[src/rtl/cpu_8bit.sv]
// 8-bit accumulator CPU: 32x8 memory, 2-cycle FETCH/EXEC core, always-on 8N1 UART loader (no flow control).
// Optional macro CPU_ALU_EXT_EN enables ADD (010) and AND (011); otherwise both decode as NOPs.
module cpu_8bit #(
  parameter int Baudrate = 24
) (
  input  logic       Clk,
  input  logic       Reset,
  input  logic       Load,
  input  logic       RX,
  output logic       FE,
  output logic [7:0] Instruction,
  output logic [7:0] Acc,
  output logic [7:0] Mem,
  output logic [4:0] Program_counter
);

  localparam int CW = $clog2(Baudrate + 1);
  localparam logic [CW-1:0] BIT_LAST  = CW'(Baudrate - 1);
  localparam logic [CW-1:0] HALF_LAST = CW'(Baudrate / 2 - 1);

  localparam logic [2:0] OP_HLT = 3'b000;
  localparam logic [2:0] OP_SKZ = 3'b001;
`ifdef CPU_ALU_EXT_EN
  localparam logic [2:0] OP_ADD = 3'b010;
  localparam logic [2:0] OP_AND = 3'b011;
`endif
  localparam logic [2:0] OP_XOR = 3'b100;
  localparam logic [2:0] OP_LDA = 3'b101;
  localparam logic [2:0] OP_STO = 3'b110;
  localparam logic [2:0] OP_JMP = 3'b111;

  typedef enum logic [1:0] {RX_IDLE, RX_START, RX_DATA, RX_STOP} rx_state_e;
  typedef enum logic [1:0] {HALT, FETCH, EXEC} core_state_e;

  rx_state_e   rx_state_q, rx_state_d;
  core_state_e state_q, state_d;

  logic          rx_s1_q, rx_s2_q;
  logic [CW-1:0] cnt_q, cnt_d;
  logic [2:0]    bit_idx_q, bit_idx_d;
  logic [7:0]    shift_q, shift_d;
  logic          fe_q, fe_d;
  logic [4:0]    load_addr_q, load_addr_d;
  logic          load_q;
  logic [4:0]    pc_q, pc_d;
  logic [7:0]    acc_q, acc_d;
  logic [7:0]    ir_q, ir_d;
  logic [7:0]    mem_q [32];

  logic       uart_we, sto_we, mem_we;
  logic [4:0] uart_addr, mem_wa;
  logic [7:0] mem_wd, operand;
  logic       load_rise, load_fall;
  logic [2:0] opcode;

  assign load_rise = Load & ~load_q;
  assign load_fall = ~Load & load_q;
  assign opcode    = ir_q[7:5];
  assign operand   = mem_q[ir_q[4:0]];

  // UART receiver: all sampling is done on the synchronized line rx_s2_q
  always_comb begin
    rx_state_d = rx_state_q;
    cnt_d      = cnt_q;
    bit_idx_d  = bit_idx_q;
    shift_d    = shift_q;
    fe_d       = fe_q;
    uart_we    = 1'b0;
    case (rx_state_q)
      RX_IDLE: begin
        if (!rx_s2_q) begin
          rx_state_d = RX_START;
          cnt_d      = '0;
        end
      end
      RX_START: begin
        if (cnt_q == HALF_LAST) begin
          cnt_d      = '0;
          bit_idx_d  = 3'd0;
          rx_state_d = rx_s2_q ? RX_IDLE : RX_DATA;
        end else begin
          cnt_d = cnt_q + CW'(1);
        end
      end
      RX_DATA: begin
        if (cnt_q == BIT_LAST) begin
          cnt_d     = '0;
          shift_d   = {rx_s2_q, shift_q[7:1]};
          bit_idx_d = bit_idx_q + 3'd1;
          if (bit_idx_q == 3'd7) rx_state_d = RX_STOP;
        end else begin
          cnt_d = cnt_q + CW'(1);
        end
      end
      RX_STOP: begin
        if (cnt_q == BIT_LAST) begin
          cnt_d      = '0;
          fe_d       = ~rx_s2_q;
          uart_we    = rx_s2_q & Load;
          rx_state_d = RX_IDLE;
        end else begin
          cnt_d = cnt_q + CW'(1);
        end
      end
      default: rx_state_d = RX_IDLE;
    endcase
  end

  // A byte completing in the same cycle as the Load rising edge lands at address 0
  always_comb begin
    uart_addr   = load_rise ? 5'd0 : load_addr_q;
    load_addr_d = uart_we ? uart_addr + 5'd1 : uart_addr;
  end

  always_comb begin
    state_d = state_q;
    if (Load) begin
      state_d = HALT;
    end else if (load_fall) begin
      state_d = FETCH;
    end else begin
      case (state_q)
        HALT:    state_d = HALT;
        FETCH:   state_d = EXEC;
        EXEC:    state_d = (opcode == OP_HLT) ? HALT : FETCH;
        default: state_d = HALT;
      endcase
    end
  end

  always_comb begin
    pc_d   = pc_q;
    acc_d  = acc_q;
    ir_d   = ir_q;
    sto_we = 1'b0;
    if (Load) begin
      pc_d = pc_q;
    end else if (load_fall) begin
      pc_d  = 5'd0;
      acc_d = 8'd0;
      ir_d  = 8'd0;
    end else if (state_q == FETCH) begin
      ir_d = mem_q[pc_q];
      pc_d = pc_q + 5'd1;
    end else if (state_q == EXEC) begin
      case (opcode)
        OP_SKZ: if (acc_q == 8'd0) pc_d = pc_q + 5'd1;
`ifdef CPU_ALU_EXT_EN
        OP_ADD: acc_d = acc_q + operand;
        OP_AND: acc_d = acc_q & operand;
`endif
        OP_XOR: acc_d = acc_q ^ operand;
        OP_LDA: acc_d = operand;
        OP_STO: sto_we = 1'b1;
        OP_JMP: pc_d = ir_q[4:0];
        default: acc_d = acc_q;
      endcase
    end
  end

  // UART writes need Load=1 and STO needs Load=0, so the two never coincide
  always_comb begin
    mem_we = uart_we | sto_we;
    mem_wa = uart_we ? uart_addr : ir_q[4:0];
    mem_wd = uart_we ? shift_q : acc_q;
  end

  always_ff @(posedge Clk or posedge Reset) begin
    if (Reset) state_q <= HALT;
    else       state_q <= state_d;
  end

  always_ff @(posedge Clk or posedge Reset) begin
    if (Reset) rx_state_q <= RX_IDLE;
    else       rx_state_q <= rx_state_d;
  end

  always_ff @(posedge Clk or posedge Reset) begin
    if (Reset) begin
      rx_s1_q     <= 1'b1;
      rx_s2_q     <= 1'b1;
      cnt_q       <= '0;
      bit_idx_q   <= 3'd0;
      shift_q     <= 8'd0;
      fe_q        <= 1'b0;
      load_addr_q <= 5'd0;
      load_q      <= 1'b0;
      pc_q        <= 5'd0;
      acc_q       <= 8'd0;
      ir_q        <= 8'd0;
    end else begin
      rx_s1_q     <= RX;
      rx_s2_q     <= rx_s1_q;
      cnt_q       <= cnt_d;
      bit_idx_q   <= bit_idx_d;
      shift_q     <= shift_d;
      fe_q        <= fe_d;
      load_addr_q <= load_addr_d;
      load_q      <= Load;
      pc_q        <= pc_d;
      acc_q       <= acc_d;
      ir_q        <= ir_d;
    end
  end

  always_ff @(posedge Clk) begin
    if (mem_we) mem_q[mem_wa] <= mem_wd;
  end

  assign FE              = fe_q;
  assign Instruction     = ir_q;
  assign Acc             = acc_q;
  assign Mem             = operand;
  assign Program_counter = pc_q;

endmodule

[config.mk]
export PLATFORM = sky130hd
export DESIGN_NAME = cpu_8bit
export DESIGN_NICKNAME = d
export VERILOG_FILES = /design/src/rtl/cpu_8bit.sv
export SDC_FILE = /design/constraint.sdc
export NUM_CORES = 1
export LEC_CHECK = 0
export BUFFER_PORTS_ARGS = -buffer_cell sky130_fd_sc_hd__buf_2
export CAP_MARGIN = 30
export CORE_MARGIN = 2
export CORE_UTILIZATION = 40
export CTS_CLUSTER_SIZE = 30
export DETAILED_ROUTE_END_ITERATION = 8
export SYNTH_ARGS = -nofsm -noshare
export SYNTH_HDL_FRONTEND = slang
export SYNTH_SLANG_ARGS = --single-unit
[constraint.sdc]
create_clock -name Clk -period 3.7 [get_ports Clk]
set_input_delay 0.185 -clock Clk [delete_from_list [all_inputs] [get_ports Clk]]
set_output_delay 0.185 -clock Clk [all_outputs]
set_load 0.01 [all_outputs]
# Word-level counts from Yosys, hierarchy flattened

Memory sizes are Yosys's and may differ from the RTL's.
Cells that the tools add are included.
Widths: inputs -> output; s select.

$add $sub $neg: 4
Reductions and logical operators: 17
Mux-type cells: 42
Bitwise logic cells: 8
Equal/unequal tests: 20

Operators with widths:

| operator            | count |
|---|---|
| $mux 5              | 10 |
| $mux 8              | 6 |
| $mux 2              | 8 |
| $pmux 8 s2          | 1 |
| $add 5x1->5 const B | 3 |
| $eq 3x3->1 const B  | 5 |
| $pmux 5 s3          | 1 |
| $ne 2x2->1 const B  | 6 |
| $mux 1              | 10 |
| $pmux 5 s2          | 1 |
| $logic_not 8->1     | 1 |
| $pmux 2 s4          | 1 |
| $reduce_and 4->1    | 2 |
| $xor 8x8->8         | 1 |
| $eq 2x2->1 const B  | 3 |
| $mux 3              | 2 |
| $pmux 3 s2          | 1 |
| $reduce_and 2->1    | 3 |
| $reduce_bool 2->1   | 3 |
| $reduce_bool 3->1   | 2 |
| $eq 5x4->1 const B  | 1 |
| $eq 5x5->1 const B  | 1 |
| $reduce_and 5->1    | 1 |
| $eq 2x1->1 const B  | 2 |
| other kinds (12)    | 16 |

Bits in writable memories: 256
Bits in registers: 50
Memories kept: 1
Bits of input ports: 4
Output and inout bits: 30
Word-level logic and storage cells: 105

Memories:

| memory | depth | bits a word | rd ports | clocked after Yosys merged registers in | wr ports | RTL line | source |
|---|---|---|---|---|---|---|---|
| mem_q  | 32    | 8           | 2        | 0                                       | 1        | 48       | `logic [7:0] mem_q [32];` |

# Depth between registers and ports, before layout

Depth in word-level cells: 9
Gate-level depth with buffers: 8
Mapped depth without buffers: 7

# Least setup slack after synthesis

OpenSTA, ideal clock, no wires.

Path type: register to register
Start: reg cnt_q[0]
End: mem mem_q[2][0], enable pin
Library setup time: 0.395 ns
Setup slack: 0.656 ns
Arrival time: 2.649 ns
Path buffers: 2
Required time: 3.305 ns
Clock period less this slack: 3.044 ns
Stages on the path, launching flop included: 9
Path through: dfrtp_1 > ha_1 > nand4b_1 > nor3_2 > buf_2 > a22oi_1 > or2_2 > clkbuf_1 > nor4_1

Longest elaborated chain between the ends: 6
Elaborated cells on any way between the ends: 7
Classes of those cells: 1 x eq/ne; 5 x mux; 1 x bitwise

RTL lines:

| element                      | RTL line | source |
|---|---|---|
| start, declared              | 39       | `logic [CW-1:0] cnt_q, cnt_d;` |
| start signal, assigned       | 194      | `cnt_q <= cnt_d;` |
| $eq 5x5->1 (*)               | 96       | `if (cnt_q == BIT_LAST) begin` |
| $mux 1 (*)                   | 96       |  |
| $mux 1 (*)                   | 69       | `case (rx_state_q)` |
| $or 1x1->1                   | 163      | `mem_we = uart_we \| sto_we;` |
| $mux 1                       | 207      | `if (mem_we) mem_q[mem_wa] <= mem_wd;` |
| $mux 1 (not written as such) | 207      |  |
| end, declared                | 48       |  |

Every way passes the cells marked *; elsewhere a longest branch is shown, timed or not.

# Worst setup path in the final report

Start: reg ir_q[1], in the netlist Instruction[1]
End: out Mem[4]

Longest elaborated chain between the ends: 1

RTL lines:

| element                | RTL line | source |
|---|---|---|
| start, declared        | 47       | `logic [7:0] ir_q, ir_d;` |
| start signal, assigned | 202      | `ir_q <= ir_d;` |
| $mem_v2 32x8           | n/a      |  |
| end, declared          | 13       | `output logic [7:0] Mem,` |

No other way between the ends.

==> results.json <==
{
  "status": "complete, no violations",
  "syn_inst": 804,
  "fp-row-count": 69,
  "hold_viol_final": 0,
  "dp_hpwl_um": 25000,
  "gr-total-overflow": 0,
  "cp_cell_sequence": "buf_12 -> mux4_1 -> mux4_2 -> mux2_4 -> buf_2",
  "post_cts_buffers": 0,
  "setup_violations": 0,
  "grt_use_total": 0.199,
  "syn-cell-area_sq_um": 14500,
  "vias": 8215,
  "path_class": "flop to output port",
  "switchingPower_mw": 2.13,
  "drive_above_1_share": 0.353,
  "max_freq_mhz": 304,
  "cts_buffer_depth": 3,
  "start_util": 0.407,
  "numCtsBuffers": 31,
  "rr_startpoint": "cnt_q[0]",
  "async_reset_ff_frac": 0.163,
  "synth_edf_count": 256,
  "grt_max_degree": 44,
  "ys_ff_latch": 306,
  "avgSynthCellArea_sq_um": 18.0,
  "timing.final.crit_period_ns": 3.29,
  "nFillCells": 3009,
  "finalWirelength_um": 37500,
  "die_area_sq_um": 37700,
  "r2r_cells": 7,
  "ys_warn_count": 0,
  "clkPwrFrac": 0.353,
  "crit_path_top_delay_cell": "mux4_1",
  "coreArea_sq_um": 35600,
  "htree_num_levels": 1,
  "clk_pin_slew_ns": 0.06,
  "ys.flop_type": "edfxtp_1",
  "p_int_mw": 5.88,
  "start_kind": "flop",
  "pwr-share-comb": 0.146,
  "final_util": 0.460,
  "wl_per_cell_um": 27.8,
  "cts_tree": "built",
  "min_period_over_period": 0.890,
  "placed_cell_area_sq_um": 15400,
  "p_total_mw": 8.01,
  "rsz0062_at_grt": "false",
  "firstDrtPassIters": 7,
  "synth_nets": 813,
  "synth_cell_types": 57,
  "peakVddDrop_uv": 535,
  "holdCritPathClass": "input pin to flop",
  "nets": 876,
  "clock-root-buffer": "clkbuf_16",
  "fin_cells": 1348,
  "cts_resized": 0,
  "fin_skew_ns": 0.00786,
  "required_ns": 3.51,
  "clock_latency_ns": 0.54,
  "cts.sinks": 306,
  "drc": 0,
  "via_per_inst": 6.09,
  "antenna_found_initial": 0,
  "final_cell_area_sq_um": 16300,
  "critPathCapture": "Mem[4]",
  "ios": 34,
  "area_delta_synth_final_pct": 12.9,
  "power_density_nw_per_um2": 490,
  "setup_slack_ns": 0.407,
  "arrival_ns": 3.11,
  "critical_path_peak_fanout": 26,
  "seqPwrFrac": 0.501,
  "dpl_worst_slack_ns": 0.727,
  "postRouteAntennaNets": 0,
  "drv_cap": 0,
  "tightestPinTransition_ns": 1.01,
  "dp_cells": 1292,
  "die_h_um": 194,
  "critPathCaptureType": "output port",
  "whs_ns": 0.283,
  "p_leak_nw": 6.04,
  "die_x_um": 194,
  "grt_pass1_wl_um": 55500,
  "sw_frac_of_total": 0.266,
  "synth_seq_area_share": 0.617,
  "portBuffers": 33,
  "dr.first_iter.drc_count": 728,
  "r2r_end": "mem_q[9][2]",
  "slew_viol_final": 0,
  "num_antenna_cells": 0,
  "cp_slowest_stage_delay_ns": 0.70,
  "grt_pass1_vias": 8222,
  "gp_congestion": 0.872,
  "critPathLaunch": "Instruction[1]",
  "max_slew_margin": 0.320,
  "r2r_slack_ns": 0.72,
  "fin_setup_tns_ns": 0
}
layer usage:
layer  GRT usage  routed length, um  up-vias
li1            -                  -     3489
met1       0.283              15600     4312
met2       0.323              18300      354
met3      0.0219               2390       60
met4      0.0682               1340        0
met5           0                  0        -
cell usage after synthesis (6+ instances only):
cell	count	area share
nand2_1	51	0.013
mux4_2	132	0.21
o221ai_1	8	0.0048
clkbuf_1	28	0.0073
a221oi_1	16	0.0097
inv_1	6	0.0016
mux4_1	8	0.015
nand2b_1	8	0.0035
edfxtp_1	256	0.53
dfrtp_1	48	0.083
nor3_1	16	0.0055
nor4_1	8	0.0035
nor2_1	31	0.0080
nor2b_1	7	0.0030
mux2_2	23	0.018
o21ai_0	15	0.0052
buf_1	10	0.0026
a22o_1	19	0.011
nand3_1	16	0.0055
buf_2	12	0.0041
kinds of logic (layout without fill, tap and decap cells):
logic type,Yosys count,in the layout,share of synthesized area
flip-flops,306,306,0.617
XOR/XNOR,6,6,0.00363
multiplexers,175,175,0.252
AND/OR/NAND/NOR,159,159,0.0535
buffers and inverters,66,149,0.0225
AO/OA/AOI/OAI,87,87,0.0471
adder cells (fa/ha/maj),5,5,0.00432
sequential cells by signal, indices dropped and copies added (netlist names), 2 cells and up, named ones only:
name and cells:
Instruction 8, Program_counter 5, state_q 2, cnt_q 5
shift_q 8, load_addr_q 5, Acc 8, mem_q 256
bit_idx_q 3
cell usage in the layout, fill, tap and decap left out, types with 5 or more instances in the layout:
| master | instances |
|---|---|
| mux4_2 | 132 |
| nor2_1 | 31 |
| mux4_1 | 8 |
| o21ai_0 | 15 |
| nor2b_1 | 7 |
| buf_2 | 34 |
| a221oi_1 | 16 |
| nand2b_1 | 8 |
| mux2_2 | 23 |
| nand3_1 | 16 |
| dfrtp_1 | 43 |
| buf_4 | 45 |
| nand2_1 | 51 |
| inv_1 | 5 |
| a22o_1 | 19 |
| clkinv_2 | 9 |
| buf_12 | 5 |
| ha_1 | 5 |
| nor3_1 | 16 |
| clkbuf_16 | 31 |
| o221ai_1 | 8 |
| edfxtp_1 | 256 |
| clkinv_1 | 8 |
layout make-up:
class,instances,area [sq um],share of cell area
repair buffers,87,638,0.0390
clock buffers,34,787,0.0481
multi-input cells,432,5250,0.321
clock inverters,19,116,0.00712
inverters,9,33.8,0.00207
well taps,461,577,0.0353
flip-flops and latches,306,8950,0.548
worst min path at each step:
stage | startpoint | endpoint | cells past startpoint | slack [ns]
final | RX | rx_s1_q | 2 | 0.28
after global routing | RX | rx_s1_q | 2 | 0.27
after CTS | RX | rx_s1_q | 2 | 0.26
after detailed placement | RX | rx_s1_q | 1 | 0.29
after global placement | RX | rx_s1_q | 1 | 0.29
after floorplan | RX | rx_s1_q | 0 | 0.19
critical path, delay by kind of cell (launching register included):
family | cells | cell delay [ns]
multiplexers | 3 | 1.57
flip-flops | 1 | 0.56
buffers and inverters | 2 | 0.42
power by group through the flow:
stage,Combinational [mW],Sequential [mW],Clock (mW)
final,1.17,4.01,2.83
after detailed placement,1.18,4.08,0
after global routing,1.26,4.03,3.01
after floorplan,0.950,3.91,0
after global placement,1.17,4.08,0
after CTS,1.19,4.01,2.89
what timing repair did:
action,4_1_cts,5_1_grt
hold buffers,3,0
setup endpoints to repair,0,0
endpoints found under the hold margin,41,0
(Power assumes the default switching activity.)
